--- src/rtl/mod47_pkg.sv ---
// Shared constants and state encoding for the mod-47 residue accumulator family.
package mod47_pkg;

  localparam int MOD   = 47;
  localparam int RES_W = 6;
  localparam int CNT_W = 7;

  localparam logic [CNT_W-1:0] CNT_MAX = '1;

  typedef enum logic {
    ST_ACC  = 1'b0,
    ST_HOLD = 1'b1
  } state_e;

endpackage

--- src/rtl/mod47_add.sv ---
// Combinational modular adder: s = (a + b) mod 47.
// The full-scale sum of two 6-bit operands stays below 3*47, so at most two
// conditional subtractions are ever needed and the result is always 0..46.
module mod47_add
  import mod47_pkg::*;
(
  input  logic [RES_W-1:0] a,
  input  logic [RES_W-1:0] b,
  output logic [RES_W-1:0] s
);

  localparam logic [RES_W:0] MOD_1X = (RES_W+1)'(MOD);
  localparam logic [RES_W:0] MOD_2X = (RES_W+1)'(2 * MOD);

  logic [RES_W:0] sum;
  logic [RES_W:0] red;

  assign sum = {1'b0, a} + {1'b0, b};

  // Reduce the raw sum by zero, one or two multiples of the modulus.
  always_comb begin
    red = sum;
    if (sum >= MOD_2X) begin
      red = sum - MOD_2X;
    end else if (sum >= MOD_1X) begin
      red = sum - MOD_1X;
    end
  end

  assign s = red[RES_W-1:0];

endmodule

--- src/rtl/mod47_accum.sv ---
// Frame accumulator: sums per-nibble residues mod 47 over a frame delimited by
// in_last, then presents the residue and beat count until downstream takes it.
// Input acceptance and output valid both derive from the registered state, so
// there is no combinational path from the input side to the output side.
module mod47_accum
  import mod47_pkg::*;
(
  input  logic             clk,
  input  logic             rst,
  input  logic             in_valid,
  output logic             in_ready,
  input  logic [RES_W-1:0] in_res,
  input  logic             in_last,
  output logic             out_valid,
  input  logic             out_ready,
  output logic [RES_W-1:0] out_res,
  output logic [CNT_W-1:0] out_terms,
  output logic             err
);

  state_e           state;
  logic [RES_W-1:0] acc;
  logic [CNT_W-1:0] cnt;
  logic [RES_W-1:0] sum;
  logic             accept;

  // Beat counter increments stick at the top value instead of wrapping.
  function automatic logic [CNT_W-1:0] sat_inc(input logic [CNT_W-1:0] c);
    return (c == CNT_MAX) ? CNT_MAX : c + 1'b1;
  endfunction

  assign in_ready  = (state == ST_ACC);
  assign out_valid = (state == ST_HOLD);
  assign accept    = in_valid && in_ready;

  mod47_add u_add (
    .a (acc),
    .b (in_res),
    .s (sum)
  );

  // Frame FSM: accumulate in ACC, hold the registered result in HOLD.
  always_ff @(posedge clk) begin
    if (rst) begin
      state     <= ST_ACC;
      acc       <= '0;
      cnt       <= '0;
      out_res   <= '0;
      out_terms <= '0;
      err       <= 1'b0;
    end else begin
      case (state)
        ST_ACC: begin
          if (accept) begin
            // Out-of-range residues are flagged but still reduced normally.
            if (in_res >= RES_W'(MOD)) begin
              err <= 1'b1;
            end
            if (in_last) begin
              out_res   <= sum;
              out_terms <= sat_inc(cnt);
              acc       <= '0;
              cnt       <= '0;
              state     <= ST_HOLD;
            end else begin
              acc <= sum;
              cnt <= sat_inc(cnt);
            end
          end
        end
        ST_HOLD: begin
          if (out_ready) begin
            state <= ST_ACC;
          end
        end
        default: begin
          state <= ST_ACC;
        end
      endcase
    end
  end

endmodule

--- config.mk ---
export PLATFORM = sky130hd
export DESIGN_NAME = mod47_accum
export DESIGN_NICKNAME = d
export VERILOG_FILES = /design/src/rtl/mod47_pkg.sv /design/src/rtl/mod47_add.sv /design/src/rtl/mod47_accum.sv
export SDC_FILE = /design/constraint.sdc
export NUM_CORES = 1
export LEC_CHECK = 0
export ABC_AREA = 1
export CORE_ASPECT_RATIO = 1.75
export CORE_MARGIN = 5
export CORE_UTILIZATION = 44
export CTS_CLUSTER_SIZE = 14
export DETAILED_ROUTE_END_ITERATION = 10
export PLACE_DENSITY = 0.66
export SLEW_MARGIN = 20
export SYNTH_ARGS = -nofsm -noshare
export SYNTH_HDL_FRONTEND = slang
export SYNTH_HIERARCHICAL = 1
export SYNTH_SLANG_ARGS = --single-unit
--- constraint.sdc ---
create_clock -name clk -period 4.2 [get_ports clk]
set_input_delay 0.63 -clock clk [delete_from_list [all_inputs] [get_ports clk]]
set_output_delay 0.63 -clock clk [all_outputs]
set_load 0.02 [all_outputs]
==> impl_metrics.py, run 1 <==
metrics = {
    "outcome": {
        "status": "finished, final reports clean",
    },
    "pwr": {
        "ir_worst_vdd_mv": 0.2510,
        "p_leak_uw": 0.0009639,
        "power.share.sequential": 0.402,
        "switchingPower_uw": 257.3,
        "swShare": 0.3564,
        "internal-power_uw": 464.5,
        "powerDensity_mw_per_mm2": 335.4,
        "p_comb_frac": 0.368,
        "p_clk_frac": 0.230,
    },
    "global_route": {
        "grt_use_total": 0.1714,
        "grt_max_degree": 16,
        "antenna_found_initial": 0,
        "grt_overflow_total": 0,
        "grt_pass1_wl_mm": 7.465,
        "first_global_vias": 1644,
    },
    "worst_hold_path": {
        "min_delay_worst_endpoint": "out_terms[4]",
        "hold_path_depth": 2,
        "hold_path_class": "reg -> reg",
        "hp-start": "out_terms[4]",
    },
    "floorplan": {
        "die_x_um": 58.56,
        "initial_core_util": 0.4458,
        "row_count": 31,
        "boundaryPins": 27,
        "die_y_um": 94.98,
        "core-area_mm2": 0.004073,
        "die-area_mm2": 0.005561,
    },
    "critical_path": {
        "crit_type": "in -> reg",
        "reg2reg_from": "acc[0]",
        "required_ps": 4380,
        "crit_arrival_ps": 3340,
        "cp_max_fo": 6,
        "worst_r2r_endpoint": "out_res[3]",
        "r2r_cells": 18,
        "crit_path_end_kind": "flop",
        "reg2reg_slack_ps": 1490,
        "cp-start-kind": "input pin",
    },
    "cts": {
        "cts_hold_repair.buffers": 0,
        "ctsResizeCount": 0,
        "cts_made_buffers": 3,
        "cts_setup_buffers": 0,
        "cts_root_buffer": "clkbuf_8",
        "clk_pin_slew_ps": 90,
        "cts_max_path_buffers": 2,
        "cts_sinks": 28,
        "tritoncts": "done",
        "htreeDepth": 1,
        "insertion_delay_ps": 270,
    },
    "routing": {
        "wirelength_mm": 4.341,
        "routed_via_density": 5.140,
        "drtAntennaViolNets": 0,
        "dr.pass1.iters": 4,
        "drc": 0,
        "avgRoutedWirePerCell_um": 13.48,
        "drtIter0Drc": 49,
        "vias": 1655,
    },
    "sta": {
        "max_slew_margin": 0.4745,
        "tightest_slew_ps": 785.3,
        "period_minus_slack_ps": 3164,
        "fmax_ghz": 0.3160,
        "fin_crit_sh": 0.7534,
        "whs_ps": 456.5,
        "finClkSkew_ps": 6.304,
        "drv_slew": 0,
        "hold_violations": 0,
        "rsz0062_at_grt": "false",
        "setup_violations": 0,
        "tns_ps": 0,
    },
    "finish": {
        "stdcell_area_mm2": 0.002152,
        "syn2layout_area_growth_pct": 18.54,
        "final_cells": 322,
        "diodes": 0,
        "layout.nets": 296,
        "drive_gt1_frac": 0.1685,
    },
    "logic_synthesis": {
        "ys.flop_type": "dfxtp_1",
        "ys_ff_latch": 28,
        "synth.area.top_cells": "dfxtp_1, nand2_1, ha_1",
        "syn-cell-area_mm2": 0.001815,
        "ys_types": 31,
        "yosysTopAreaCell": "dfxtp_1",
        "synthesis.nets": 270,
        "yosysSeqAreaShare": 0.3088,
        "synth_most_common_cell": "nand2_1",
        "yosys-top-cells-count": "nand2_1, dfxtp_1, inv_1",
        "avgSynthCellArea_um2": 7.321,
        "synth_edf_count": 0,
        "synth_top_area_share": 0.3088,
        "synthCells": 248,
        "ys_warn_count": 6,
        "synthArstFlopShare": 0,
    },
    "placed_design": {
        "dp_hpwl_mm": 3.484,
        "gp_congestion": 0.8789,
        "portBuffers": 26,
        "dp.cells": 318,
        "postPlaceCellArea_mm2": 0.002097,
    },
    "run": {
        "cap_violations": 0,
    },
}
[worst max-delay path, stage by stage]
cell and delay, ps:
clkdlybuf4s50_1 430, ha_1 230, fa_1 460, inv_1 100
nand2_2 70, nand2_4 80, inv_1 50, ha_1 230
nand2_1 120, inv_1 50, nand3_1 90, nand2_2 80
nand2_4 110, nand3_4 110, nand2_2 80, nand2_1 40
nand2_1 50, nand2_1 90, a22o_1 240
[worst max path at each step]
stage / start / to / slack [ps]
after floorplan: in_res[0] / out_res[3] / 1440
after global placement: in_res[0] / out_res[3] / 810
after detailed placement: in_res[0] / out_res[3] / 770
after CTS: in_res[0] / out_res[3] / 1050
after global routing: in_res[0] / acc[1] / 860
final: in_res[0] / out_res[3] / 1040
[stage by stage]
step	util	power [µW]	worst slack, ps
final	0.5284	721.7	1036
after global placement	0.5149	563.3	815.0
after global routing	0.5284	769.5	858.7
after CTS	0.5284	726.0	1047
after floorplan	-	490.5	1442
after detailed placement	0.5149	562.6	767.1
[layout make-up]
type	count	area [µm²]
Inverter	31	118.9
Sequential cell	28	560.5
Timing Repair Buffer	26	260.3
Tap cell	49	61.31
Multi-Input combinational cell	184	1096
Fill cell	424	1921
Clock buffer	4	55.05
[metal layers]
| metal | GRT usage | up-vias | wire length, µm |
|---|---|---|---|
| met2 | 0.3479 | 26 | 2495 |
| met3 | 0.01505 | 11 | 115 |
| met1 | 0.1700 | 752 | 1612 |
| li1 | - | 866 | - |
| met4 | 0.06190 | 0 | 119 |
| met5 | 0 | - | 0 |
[kinds of logic (layout without fill, tap and decap cells)]
| logic type | after synthesis | after routing | synth area share |
|---|---|---|---|
| AND/OR/NAND/NOR | 131 | 131 | 0.3563 |
| AO/OA/AOI/OAI | 36 | 36 | 0.1385 |
| flip-flops | 28 | 28 | 0.3088 |
| buffers and inverters | 36 | 61 | 0.08753 |
| XOR/XNOR | 6 | 6 | 0.02895 |
| adder cells (fa/ha/maj) | 11 | 11 | 0.07995 |
[registers in the layout, summed over array words and instances (netlist names)]
name / flops
out_res: 6
out_terms: 7
cnt: 7
acc: 6
err: 1
out_valid: 1
[power groups by stage]
stage          Clock (µW)  Sequential, µW  Combinational, µW
2_1_floorplan           0             304                187
3_3_place_gp            0             296                267
3_5_place_dp            0             296                266
4_1_cts               168             290                268
5_1_grt               181             292                296
6_report              166             290                266
[placed cells by master, fill, tap and decap left out, types with 5 or more instances in the layout]
cell type / instances
a21oi_1: 11
a21oi_2: 6
a22o_1: 10
clkdlybuf4s50_1: 26
dfxtp_1: 28
ha_1: 10
inv_1: 20
inv_2: 10
nand2_1: 75
nand2_2: 10
nand3_1: 18
nand3_2: 6
nand4_1: 5
nor2_1: 8
xor2_1: 5
No activity file was read; power rests on OpenSTA's default activity.
==> run 2, diff against run 1 <==
==> constraint.sdc (replaced) <==
create_clock -name clk -period 3.2 [get_ports clk]
set_input_delay 0.48 -clock clk [delete_from_list [all_inputs] [get_ports clk]]
set_output_delay 0.48 -clock clk [all_outputs]
set_load 0.02 [all_outputs]
==> run 2 against run 1 <==
  * Hold slack about the same
  * Die area is the same
  * Clock power rose by 65%
  * Critical path depth did not move
  * Sequential cell count unchanged
  * Critical path type unchanged
  * Largest cell class unchanged
==> impl_metrics.py, run 2 (synthesized netlist as in run 1, its figures left out) <==
metrics = {
    "outcome": {
        "status": "finished, final reports clean",
    },
    "critical_path": {
        "max_stage_delay_ps": 430,
        "cp-start-kind": "input pin",
        "required_ps": 3380,
        "path_cells": "clkdlybuf4s50_1 > ha_1 > fa_1 > inv_1 > nand2_2 > nand2_4 > inv_1 > ha_1 > nand2_1 > inv_1 > nand3_1 > nand2_2 > nand2_4 > nand3_4 > nand2_2 > nand2_1 > nand2_1 > nand2_1 > a22o_1",
        "critPathBufInv": 4,
        "cp_max_fo": 6,
        "cp_slowest_cell": "clkdlybuf4s50_1",
        "cpMostUsedCell": "nand2_1",
        "crit_path_end_kind": "flop",
        "crit_type": "in -> reg",
        "cp_top_family": "simple AND/OR/NAND/NOR gates",
        "crit_arrival_ps": 3030,
    },
    "sta": {
        "max_slew_margin": 0.7010,
        "period_minus_slack_ps": 2856,
        "setup_violations": 0,
        "finClkSkew_ps": 4.707,
        "drv_slew": 0,
        "hold_violations": 0,
        "whs_ps": 457.0,
        "tightest_slew_ps": 446.8,
        "fin_crit_sh": 0.8926,
        "tns_ps": 0,
        "rsz0062_at_grt": "false",
        "fmax_ghz": 0.3501,
    },
    "finish": {
        "syn2layout_area_growth_pct": 22.33,
        "final_common_cell": "nand2_1",
        "layout_common_cells": "nand2_1, dfxtp_1, clkdlybuf4s50_1",
        "diodes": 0,
        "reg.largest.list": "cnt x7, out_terms x7",
        "fin_util": 0.5453,
        "layout.nets": 303,
        "drive_gt1_frac": 0.1893,
    },
    "routing": {
        "routed_via_density": 5.152,
        "wirelength_mm": 4.485,
        "drtIter0Drc": 46,
        "avgRoutedWirePerCell_um": 13.63,
        "vias": 1695,
        "drtAntennaViolNets": 0,
        "dr.pass1.iters": 6,
        "drc": 0,
    },
    "global_route": {
        "grt_overflow_total": 0,
        "grt_max_degree": 17,
        "grt_use_total": 0.1782,
        "first_global_vias": 1675,
        "grt_pass1_wl_mm": 7.596,
        "antenna_found_initial": 0,
    },
    "floorplan": {
        "core-area_mm2": 0.004073,
        "row_count": 31,
        "die_x_um": 58.56,
        "boundaryPins": 27,
        "die-area_mm2": 0.005561,
        "initial_core_util": 0.4458,
        "die_y_um": 94.98,
    },
    "placed_design": {
        "portBuffers": 26,
        "dp_hpwl_mm": 3.613,
        "gp_congestion": 0.8904,
    },
    "cts": {
        "cts_root_buffer": "clkbuf_8",
        "cts_sinks": 28,
        "cts_max_path_buffers": 2,
        "clk_pin_slew_ps": 90,
        "cts_hold_repair.buffers": 0,
        "insertion_delay_ps": 270,
        "cts_made_buffers": 3,
        "cts_setup_buffers": 0,
        "ctsResizeCount": 0,
        "tritoncts": "done",
        "htreeDepth": 1,
    },
    "pwr": {
        "p_leak_uw": 0.001006,
        "powerDensity_mw_per_mm2": 459.6,
        "ir_worst_vdd_mv": 0.3690,
        "finalPower_uw": 1021,
    },
    "run": {
        "cap_violations": 0,
    },
    "worst_hold_path": {
        "hold_path_class": "reg -> reg",
    },
}
run 2: final cells by class:
cell class                      count  area, µm²
Clock buffer                        3      41.29
Clock inverter                      1      30.03
Fill cell                         409       1852
Inverter                           31      118.9
Multi-Input combinational cell    184       1096
Sequential cell                    28      560.5
Tap cell                           49      61.31
Timing Repair Buffer               33      312.8
run 2: path summary, 6_finish.rpt:
| check | endpoint | slack, ps | from | cells past startpoint |
|---|---|---|---|---|
| worst max register to register | out_res[3] | 640 | acc[0] | 18 |
| worst min-delay path | out_terms[4] | 460 | out_terms[4] | 2 |
| worst min register to register | out_terms[4] | 460 | out_terms[4] | 2 |
| worst max-delay path | out_res[3] | 340 | in_res[0] | 19 |
run 2: report_power, final:
part           switching (µW)  internal [µW]  leakage, µW  total, µW
Combinational             222            145     0.000743        367
Sequential               12.4            367     0.000227        380
Clock                     107            168    0.0000357        274
Total                     341            680      0.00101       1020
run 2: metal layers:
layer | vias up | share of wire | GRT usage
met5 | - | 0 | 0
met4 | 0 | 0.035 | 0.08511
met3 | 11 | 0.021 | 0.02189
met2 | 30 | 0.59 | 0.3507
met1 | 779 | 0.36 | 0.1740
li1 | 875 | - | -
run 2: worst register-to-register path, delay by kind of cell (launching register included):
kind | cells | cell delay [ps]
AOI/OAI and AO/OA | 1 | 230
DFF | 1 | 330
buffers and inverters | 3 | 160
adders and majority gates | 3 | 870
and+or+nand+nor | 11 | 860
run 2: metrics by stage:
step | instances | cell area, µm² | setup slack, ps
after floorplan | 248 | 1815 | 591.9
after global placement | 325 | 2150 | 94.87
after detailed placement | 325 | 2150 | 67.47
after CTS | 329 | 2221 | 357.6
after global routing | 329 | 2221 | 217.2
final | 329 | 2221 | 343.8
